[src/rtl/mem_port_arbiter.sv]
// Two-port arbiter (instruction fetch / data) for a single unified memory.
// Each access holds the memory lines for ACC_CYCLES clocks, then acks the winner for one cycle.
module mem_port_arbiter #(
   parameter int ADDR_W     = 12,
   parameter int DATA_W     = 32,
   parameter int ACC_CYCLES = 4,
   parameter int STARVE_MAX = 3
) (
   input  logic              clk,
   input  logic              rst,
   input  logic              f_req,
   input  logic [ADDR_W-1:0] f_addr,
   output logic              f_ack,
   output logic [DATA_W-1:0] f_rdata,
   input  logic              d_req,
   input  logic [1:0]        d_we,
   input  logic [ADDR_W-1:0] d_addr,
   input  logic [DATA_W-1:0] d_wdata,
   output logic              d_ack,
   output logic [DATA_W-1:0] d_rdata,
   output logic              mem_read,
   output logic [1:0]        mem_write,
   output logic [ADDR_W-1:0] mem_addr,
   output logic [DATA_W-1:0] mem_wdata,
   output logic              mem_wdata_oe,
   input  logic [DATA_W-1:0] mem_rdata,
   output logic              busy,
   output logic              grant_id
);
   localparam int CNT_W = (ACC_CYCLES > 2) ? $clog2(ACC_CYCLES) : 1;
   localparam int STV_W = (STARVE_MAX > 0) ? $clog2(STARVE_MAX + 1) : 1;
   localparam logic [CNT_W-1:0] CNT_LAST = CNT_W'(ACC_CYCLES - 1);
   localparam logic [STV_W-1:0] STV_MAX  = STV_W'(STARVE_MAX);

   typedef enum logic [1:0] {IDLE, ACCESS, DONE} state_t;

   state_t            r_state;
   logic [CNT_W-1:0]  r_cnt;
   logic [STV_W-1:0]  r_starve;
   logic              r_gid;
   logic              r_busy;
   logic              r_f_ack;
   logic              r_d_ack;
   logic [DATA_W-1:0] r_f_rdata;
   logic [DATA_W-1:0] r_d_rdata;
   logic              r_mem_read;
   logic [1:0]        r_mem_write;
   logic [ADDR_W-1:0] r_mem_addr;
   logic [DATA_W-1:0] r_mem_wdata;
   logic              r_mem_oe;

   logic w_d_write;
   logic w_grant_data;
   logic w_grant_fetch;

   // Data wins ties unless fetch has already been passed over STARVE_MAX times in a row.
   always_comb begin
      w_d_write     = (d_we == 2'd1) || (d_we == 2'd3);
      w_grant_data  = d_req && (!f_req || (r_starve != STV_MAX));
      w_grant_fetch = f_req && !w_grant_data;
   end

   always_ff @(posedge clk or posedge rst) begin
      if (rst) begin
         r_state     <= IDLE;
         r_cnt       <= '0;
         r_starve    <= '0;
         r_gid       <= 1'b0;
         r_busy      <= 1'b0;
         r_f_ack     <= 1'b0;
         r_d_ack     <= 1'b0;
         r_f_rdata   <= '0;
         r_d_rdata   <= '0;
         r_mem_read  <= 1'b0;
         r_mem_write <= 2'd0;
         r_mem_addr  <= '0;
         r_mem_wdata <= '0;
         r_mem_oe    <= 1'b0;
      end else begin
         r_f_ack <= 1'b0;
         r_d_ack <= 1'b0;
         case (r_state)
            IDLE: begin
               if (w_grant_data || w_grant_fetch) begin
                  r_state    <= ACCESS;
                  r_cnt      <= '0;
                  r_busy     <= 1'b1;
                  r_gid      <= w_grant_data;
                  r_mem_addr <= w_grant_data ? d_addr : f_addr;
                  if (w_grant_data && w_d_write) begin
                     r_mem_read  <= 1'b0;
                     r_mem_write <= d_we;
                     r_mem_wdata <= d_wdata;
                     r_mem_oe    <= 1'b1;
                  end else begin
                     r_mem_read  <= 1'b1;
                     r_mem_write <= 2'd0;
                     r_mem_wdata <= '0;
                     r_mem_oe    <= 1'b0;
                  end
                  // A data grant with fetch waiting can only happen below STV_MAX, so no wrap.
                  if (w_grant_fetch)
                     r_starve <= '0;
                  else if (f_req)
                     r_starve <= r_starve + 1'b1;
               end
            end
            ACCESS: begin
               if (r_cnt == CNT_LAST) begin
                  r_state <= DONE;
                  if (r_mem_read) begin
                     if (r_gid) r_d_rdata <= mem_rdata;
                     else       r_f_rdata <= mem_rdata;
                  end
                  if (r_gid) r_d_ack <= 1'b1;
                  else       r_f_ack <= 1'b1;
                  r_mem_read  <= 1'b0;
                  r_mem_write <= 2'd0;
                  r_mem_addr  <= '0;
                  r_mem_wdata <= '0;
                  r_mem_oe    <= 1'b0;
               end else begin
                  r_cnt <= r_cnt + 1'b1;
               end
            end
            DONE: begin
               r_state <= IDLE;
               r_busy  <= 1'b0;
               r_gid   <= 1'b0;
            end
            default: r_state <= IDLE;
         endcase
      end
   end

   assign f_ack        = r_f_ack;
   assign d_ack        = r_d_ack;
   assign f_rdata      = r_f_rdata;
   assign d_rdata      = r_d_rdata;
   assign mem_read     = r_mem_read;
   assign mem_write    = r_mem_write;
   assign mem_addr     = r_mem_addr;
   assign mem_wdata    = r_mem_wdata;
   assign mem_wdata_oe = r_mem_oe;
   assign busy         = r_busy;
   assign grant_id     = r_gid;
endmodule
[config.mk]
export PLATFORM = sky130hd
export DESIGN_NAME = mem_port_arbiter
export DESIGN_NICKNAME = d
export VERILOG_FILES = /design/src/rtl/mem_port_arbiter.sv
export SDC_FILE = /design/constraint.sdc
export NUM_CORES = 1
export LEC_CHECK = 0
export CORE_UTILIZATION = 40
export CTS_BUF_LIST = sky130_fd_sc_hd__clkbuf_16
export DETAILED_ROUTE_END_ITERATION = 12
export GPL_ROUTABILITY_DRIVEN = 0
export PLACE_DENSITY = 0.78
export SETUP_SLACK_MARGIN = 0.1
export SYNTH_ARGS = -nofsm -noshare
export SYNTH_HDL_FRONTEND = slang
export SYNTH_SLANG_ARGS = --single-unit
[constraint.sdc]
create_clock -name clk -period 6.7 [get_ports clk]
set_input_delay 0.67 -clock clk [delete_from_list [all_inputs] [get_ports clk]]
set_output_delay 0.67 -clock clk [all_outputs]
set_load 0.02 [all_outputs]
==> reports/results.ini, run 1 <==
[die]
core_area_mm2=0.0116
io_pins=210
fp.dieArea_mm2=0.0125
start_util_pct=41.6
die_w_um=112
die_h_um=112
num_rows=39

[layout]
area_delta_synth_final_pct=58.0
layout-drive-gt1-share_pct=14.4
antenna_cells=0
nets=612
final_cells=672
layout_common_cells=209 x clkdlybuf4s50_1, 122 x dfrtp_1, 33 x a22o_1
final_common_cell=clkdlybuf4s50_1

[grt]
grt_use_total_pct=20.0
antenna_found_initial=0
gr-usage-met1_pct=24.7
use_met3_pct=7.78
grt_most_used_layer=met2
grt_pass1_vias=3753
gr-total-overflow=0
grt_max_degree=74
grt_pass1_wl_mm=19.2
met2_usage_pct=31.1

[clock_network]
clk_latency_ns=0.40
cts_resized=0
cts_tree=yes
htree_levels=4
clk_pin_slew_ns=0.06
cts_hold_buf=0
root_buffer=clkbuf_16
postCtsSetupBuffers=0
numCtsBuffers=17
cts_buffer_depth=2
clkSinkCount=122

[route]
viasPerCell=5.06
num_vias=3399
drt_iter0_markers=139
wl_per_cell_um=17.6
antenna_left=0
drt-total-wl_mm=11.8
dr.pass1.iters=10
drc=19

[logic_synthesis]
yosys_warnings=0
yosysUniqueCellTypes=30
ys.flop_type=dfrtp_1
synth_edf_count=0
synth_fp_nets=400
syn_avg_cell_area_um2=15.8
synth_largest_area_cell=dfrtp_1
synth_top_area_share_pct=63.4
synthTopCellsByArea=dfrtp_1 63%, mux2_4 9.4%, mux2_1 6.3%
ys_seq_area_share_pct=63.4
syn_inst=304
ys_ff_latch=122
synthArstFlopShare_pct=100
netlist_area_mm2=0.00481

[critical_path]
max_stage_delay_ns=1.11
path_class=in -> reg
critical_path_required_ns=7.03
path_max_fanout=35
start_kind=input pin
arrival_ns=3.39
cp_cell_sequence=clkdlybuf4s50_1, inv_1, a21oi_2, and3_1, a22o_1
crit_path_top_delay_cell=and3_1
cp-end-kind=flop

[timing]
clock_skew_ns=0.00784
rsz0062_at_grt=no
setup_viol=0
fin_crit_ns=3.06
final_hold_viol_count=0
setup_tns_ns=0
fmax_mhz=327
slew_viol_final=0
hold_ws_ns=0.482
tightest_slew_ns=1.23
final.setup.worst_slack_ns=3.64
timing.final.crit_share_pct=45.7
slew_headroom_pct=17.9

[worst_hold_path]
min_path_type=reg -> reg

[place]
io_buffer_count=209
dp_hpwl_mm=8.05
dp.cells=640
post-place-ws_ns=3.19

[flow_run]
maxCapViolCount=0

[run_status]
violations=DRC
outcome=finished, violations left

[pwr]
report.power.total_mw=3.88
power_density_mw_per_mm2=510
leakagePower_nw=3.49
peakVddDrop_uv=233

## critical path, delay by kind of cell
kind	cells	cell delay (ns)
AND/OR/NAND/NOR	1	1.11
AO/OA/AOI/OAI	2	0.99
buffers and inverters	2	0.60
## per-stage QoR
| step | cell area [um2] | util (%) |
|---|---|---|
| 2_1_floorplan | 4810 | - |
| 3_3_place_gp | 6980 | 60.3 |
| 3_5_place_dp | 6980 | 60.3 |
| 4_1_cts | 7600 | 65.7 |
| 5_1_grt | 7600 | 65.7 |
| 6_report | 7600 | 65.7 |
## per-layer routing
| layer | vias to the layer above | share of wire (%) | wire [um] |
|---|---|---|---|
| li1 | 1531 | - | - |
| met2 | 176 | 47 | 5550 |
| met4 | 0 | 1.9 | 220 |
| met3 | 18 | 11 | 1250 |
| met1 | 1674 | 40 | 4770 |
| met5 | - | 0 | 0 |
## path summary, 6_finish.rpt
| kind | start | depth (start not counted) | slack, ns | endpoint |
|---|---|---|---|---|
| worst min register to register | f_rdata[30] | 1 | 0.48 | f_rdata[30] |
| worst max register to register | r_starve[0] | 4 | 3.83 | mem_wdata[28] |
| max in group asynchronous | rst | 3 | 4.66 | f_rdata[24] |
| worst min-delay path | f_rdata[30] | 1 | 0.48 | f_rdata[30] |
| worst max-delay path | d_req | 5 | 3.64 | mem_wdata[28] |
| min in group asynchronous | rst | 2 | 0.70 | mem_wdata[8] |
## cell type report
cell class / instances / area [um2]
Multi-Input combinational cell: 158 / 1620
Timing Repair Buffer: 211 / 2110
Fill cell: 867 / 3960
Sequential cell: 122 / 3050
Inverter: 6 / 25.0
Clock inverter: 15 / 199
Clock buffer: 17 / 425
Tap cell: 143 / 179
## Yosys cell counts (2+ instances only)
library cell / number
and2_1: 2
ha_1: 2
buf_6: 6
nand2_1: 6
dfrtp_1: 122
a21oi_1: 3
mux2_4: 30
buf_2: 5
clkbuf_1: 3
mux2_2: 7
nor2_1: 4
o21ai_0: 5
buf_4: 4
inv_1: 6
mux2i_1: 13
mux2_1: 27
a21o_1: 3
a22o_1: 33
o2bb2ai_1: 12
## logic make-up (layout without fill, tap and decap cells)
group | after synthesis | in the layout | share of synthesized area, %
and+or+nand+nor | 20 | 20 | 2.76
muxes | 77 | 77 | 20.0
adders and majority gates | 2 | 2 | 0.520
DFF | 122 | 122 | 63.4
buffers and inverters | 24 | 249 | 3.25
AOI/OAI and AO/OA | 59 | 59 | 10.0
## power by group
group	switching (mW)	total (mW)	internal, mW
Clock	0.333	0.956	0.623
Combinational	0.781	1.66	0.876
Sequential	0.205	1.27	1.06
## registers in the layout, indices dropped and copies added, names as in the netlist
register	count
r_starve	2
f_ack	1
mem_read	1
f_rdata	32
mem_wdata	32
mem_addr	12
busy	1
r_state	2
d_rdata	32
d_ack	1
r_cnt	2
grant_id	1
mem_wdata_oe	1
mem_write	2
Power figures use the tool's default switching activity.
==> inputs of run 2 (changes only) <==
CORE_UTILIZATION = 38   (was 40)
PLACE_DENSITY = 0.77   (was 0.78)
clock period = 2.6 ns   (was 6.7 ns; I/O delays follow)
==> run 2 against run 1 <==
Against the previous run:
- the flow now finishes without violations
- routed wire length fell by 0.87%
- sequential share of layout area fell by 0.21 points
- die area rose by 5.2%
- total power rose to 2.5 times the previous value
- count of clock-buffer cells in the layout did not move
- setup slack got worse by 3.2 ns
- first-iteration DRC count rose by 33%
- combinational power rose to 2.6 times the previous value
- critical path depth fell by 1
- final cell count rose by 4.2%
- clock power rose by 140%
- critical endpoint is now mem_wdata[17]
==> reports/results.ini, run 2 (synthesized netlist as in run 1, its figures left out) <==
[run_status]
outcome=complete, no violations  ; was finished, violations left

[layout]
layout_common_cells=209 x clkdlybuf4s50_1, 122 x dfrtp_1, 33 x a22o_1  ; unchanged
final_common_cell=clkdlybuf4s50_1  ; unchanged
nets=615  ; was 612
regArea_mm2=0.00305  ; unchanged
antenna_cells=0  ; unchanged
fillers=935  ; was 867
multiInputGateArea_mm2=0.00162  ; unchanged
layout-drive-gt1-share_pct=14.5  ; was 14.4%
area_delta_synth_final_pct=58.8  ; was 58.0%
finalInstanceArea_mm2=0.00764  ; was 0.00760 mm2
postLayoutCoreUtil_pct=62.8  ; was 65.7%

[critical_path]
cp_cell_sequence=ha_1, a21oi_2, and3_1, a22o_1  ; was clkdlybuf4s50_1, inv_1, a21oi_2, and3_1, a22o_1
r2r_end=mem_wdata[17]  ; was mem_wdata[28]
reg2regPathDepth=4  ; unchanged
crit_path_top_delay_cell=and3_1  ; unchanged
arrival_ns=2.50  ; was 3.39 ns
cp-end-kind=flop  ; unchanged
path_class=reg -> reg  ; was in -> reg
critical_path_required_ns=2.94  ; was 7.03 ns
start_kind=flop  ; was input pin
path_max_fanout=35  ; unchanged
cp.buffers_inverters=0  ; was 2
r2r_slack_ns=0.44  ; was 3.83 ns
max_stage_delay_ns=1.02  ; was 1.11 ns
path_delay_family=simple AND/OR/NAND/NOR gates  ; unchanged
reg2reg_from=r_starve[0]  ; unchanged
critical_path_depth=4  ; was 5

[clock_network]
cts_buffer_depth=2  ; unchanged
cts_resized=0  ; unchanged
clkSinkCount=122  ; unchanged
cts_tree=yes  ; unchanged
htree_levels=4  ; unchanged
root_buffer=clkbuf_16  ; unchanged
clk_pin_slew_ns=0.06  ; about the same
clk_latency_ns=0.41  ; was 0.40 ns
numCtsBuffers=17  ; unchanged
postCtsSetupBuffers=0  ; unchanged
cts_hold_buf=0  ; unchanged

[route]
met2_length_mm=5.52  ; was 5.55 mm
viasPerCell=4.71  ; was 5.06
wirelength_met1_mm=4.91  ; was 4.77 mm
drt_iter0_markers=185  ; was 139
antenna_left=0  ; unchanged
top_layer_used=met4  ; unchanged
num_vias=3296  ; was 3399
drc=0  ; was 19
met3_length_mm=1.08  ; was 1.25 mm
wl_per_cell_um=16.7  ; was 17.6 um
drt-total-wl_mm=11.7  ; was 11.8 mm
dr.pass1.iters=4  ; was 10

[place]
dp_hpwl_mm=8.25  ; was 8.05 mm
placed_cell_area_mm2=0.00706  ; was 0.00698 mm2
io_buffer_count=209  ; unchanged

[timing]
final_hold_viol_count=0  ; unchanged
clock_skew_ns=0.00780  ; was 0.00784 ns
hold_ws_ns=0.213  ; was 0.482 ns
setup_tns_ns=0  ; unchanged
slew_viol_final=0  ; unchanged
tightest_slew_ns=1.28  ; was 1.23 ns
rsz0062_at_grt=no  ; unchanged
setup_viol=0  ; unchanged
fmax_mhz=463
fin_crit_ns=2.16
slew_headroom_pct=14.8  ; was 17.9%
timing.final.crit_share_pct=83.1

[die]
start_util_pct=39.6  ; was 41.6%
die_w_um=115  ; was 112 um
die_h_um=115  ; was 112 um
num_rows=40  ; was 39
fp.dieArea_mm2=0.0131  ; was 0.0125 mm2
core_area_mm2=0.0122  ; was 0.0116 mm2
io_pins=210  ; unchanged

[grt]
grt_use_total_pct=19.0  ; was 20.0%
antenna_found_initial=0  ; unchanged
grt_pass1_wl_mm=18.6  ; was 19.2 mm
grt_pass1_vias=3553  ; was 3753
gr-total-overflow=0  ; unchanged
grt_max_degree=67  ; was 74

[pwr]
report.power.total_mw=9.81  ; was 3.88 mW
leakagePower_nw=3.49  ; about the same
power_density_mw_per_mm2=1280  ; was 510 mW/mm2
peakVddDrop_uv=589  ; was 233 uV

[flow_run]
maxCapViolCount=0  ; unchanged

[worst_hold_path]
min_path_type=in -> async  ; was reg -> reg

## run 2: worst max-delay path by stage
stage           startpoint       endpoint  slack (ns)
6_report       r_starve[0]  mem_wdata[17]        0.44
5_1_grt        r_starve[0]  mem_wdata[17]        0.28
4_1_cts        r_starve[0]  mem_wdata[17]        0.44
3_5_place_dp         d_req  mem_wdata[17]        0.22
3_3_place_gp         d_req  mem_wdata[14]        0.33
2_1_floorplan          rst           busy        0.84
## run 2: layout make-up
type / instances / share of cell area (%)
Sequential cell: 122 / 39.9
Timing Repair Buffer: 214 / 28.2
Tap cell: 168 / 2.75
Clock buffer: 17 / 5.57
Clock inverter: 15 / 2.08
Multi-Input combinational cell: 158 / 21.1
Inverter: 6 / 0.344
## run 2: report_power, final
group	leakage (nW)	switching, mW	total [mW]	internal [mW]
Clock	0.277	0.812	2.30	1.48
Sequential	1.55	0.525	3.26	2.73
Combinational	1.67	1.99	4.25	2.26
## run 2: metal layers
layer / up-vias / GRT usage, %
met4: 0 / 8.40
met1: 1586 / 23.1
met3: 14 / 6.72
met5: - / 0
li1: 1535 / -
met2: 161 / 30.3
## run 2: through the flow
step	std cells	setup slack (ns)
3_3_place_gp	668	0.329
6_report	700	0.439
3_5_place_dp	668	0.220
4_1_cts	700	0.437
2_1_floorplan	304	0.843
5_1_grt	700	0.276
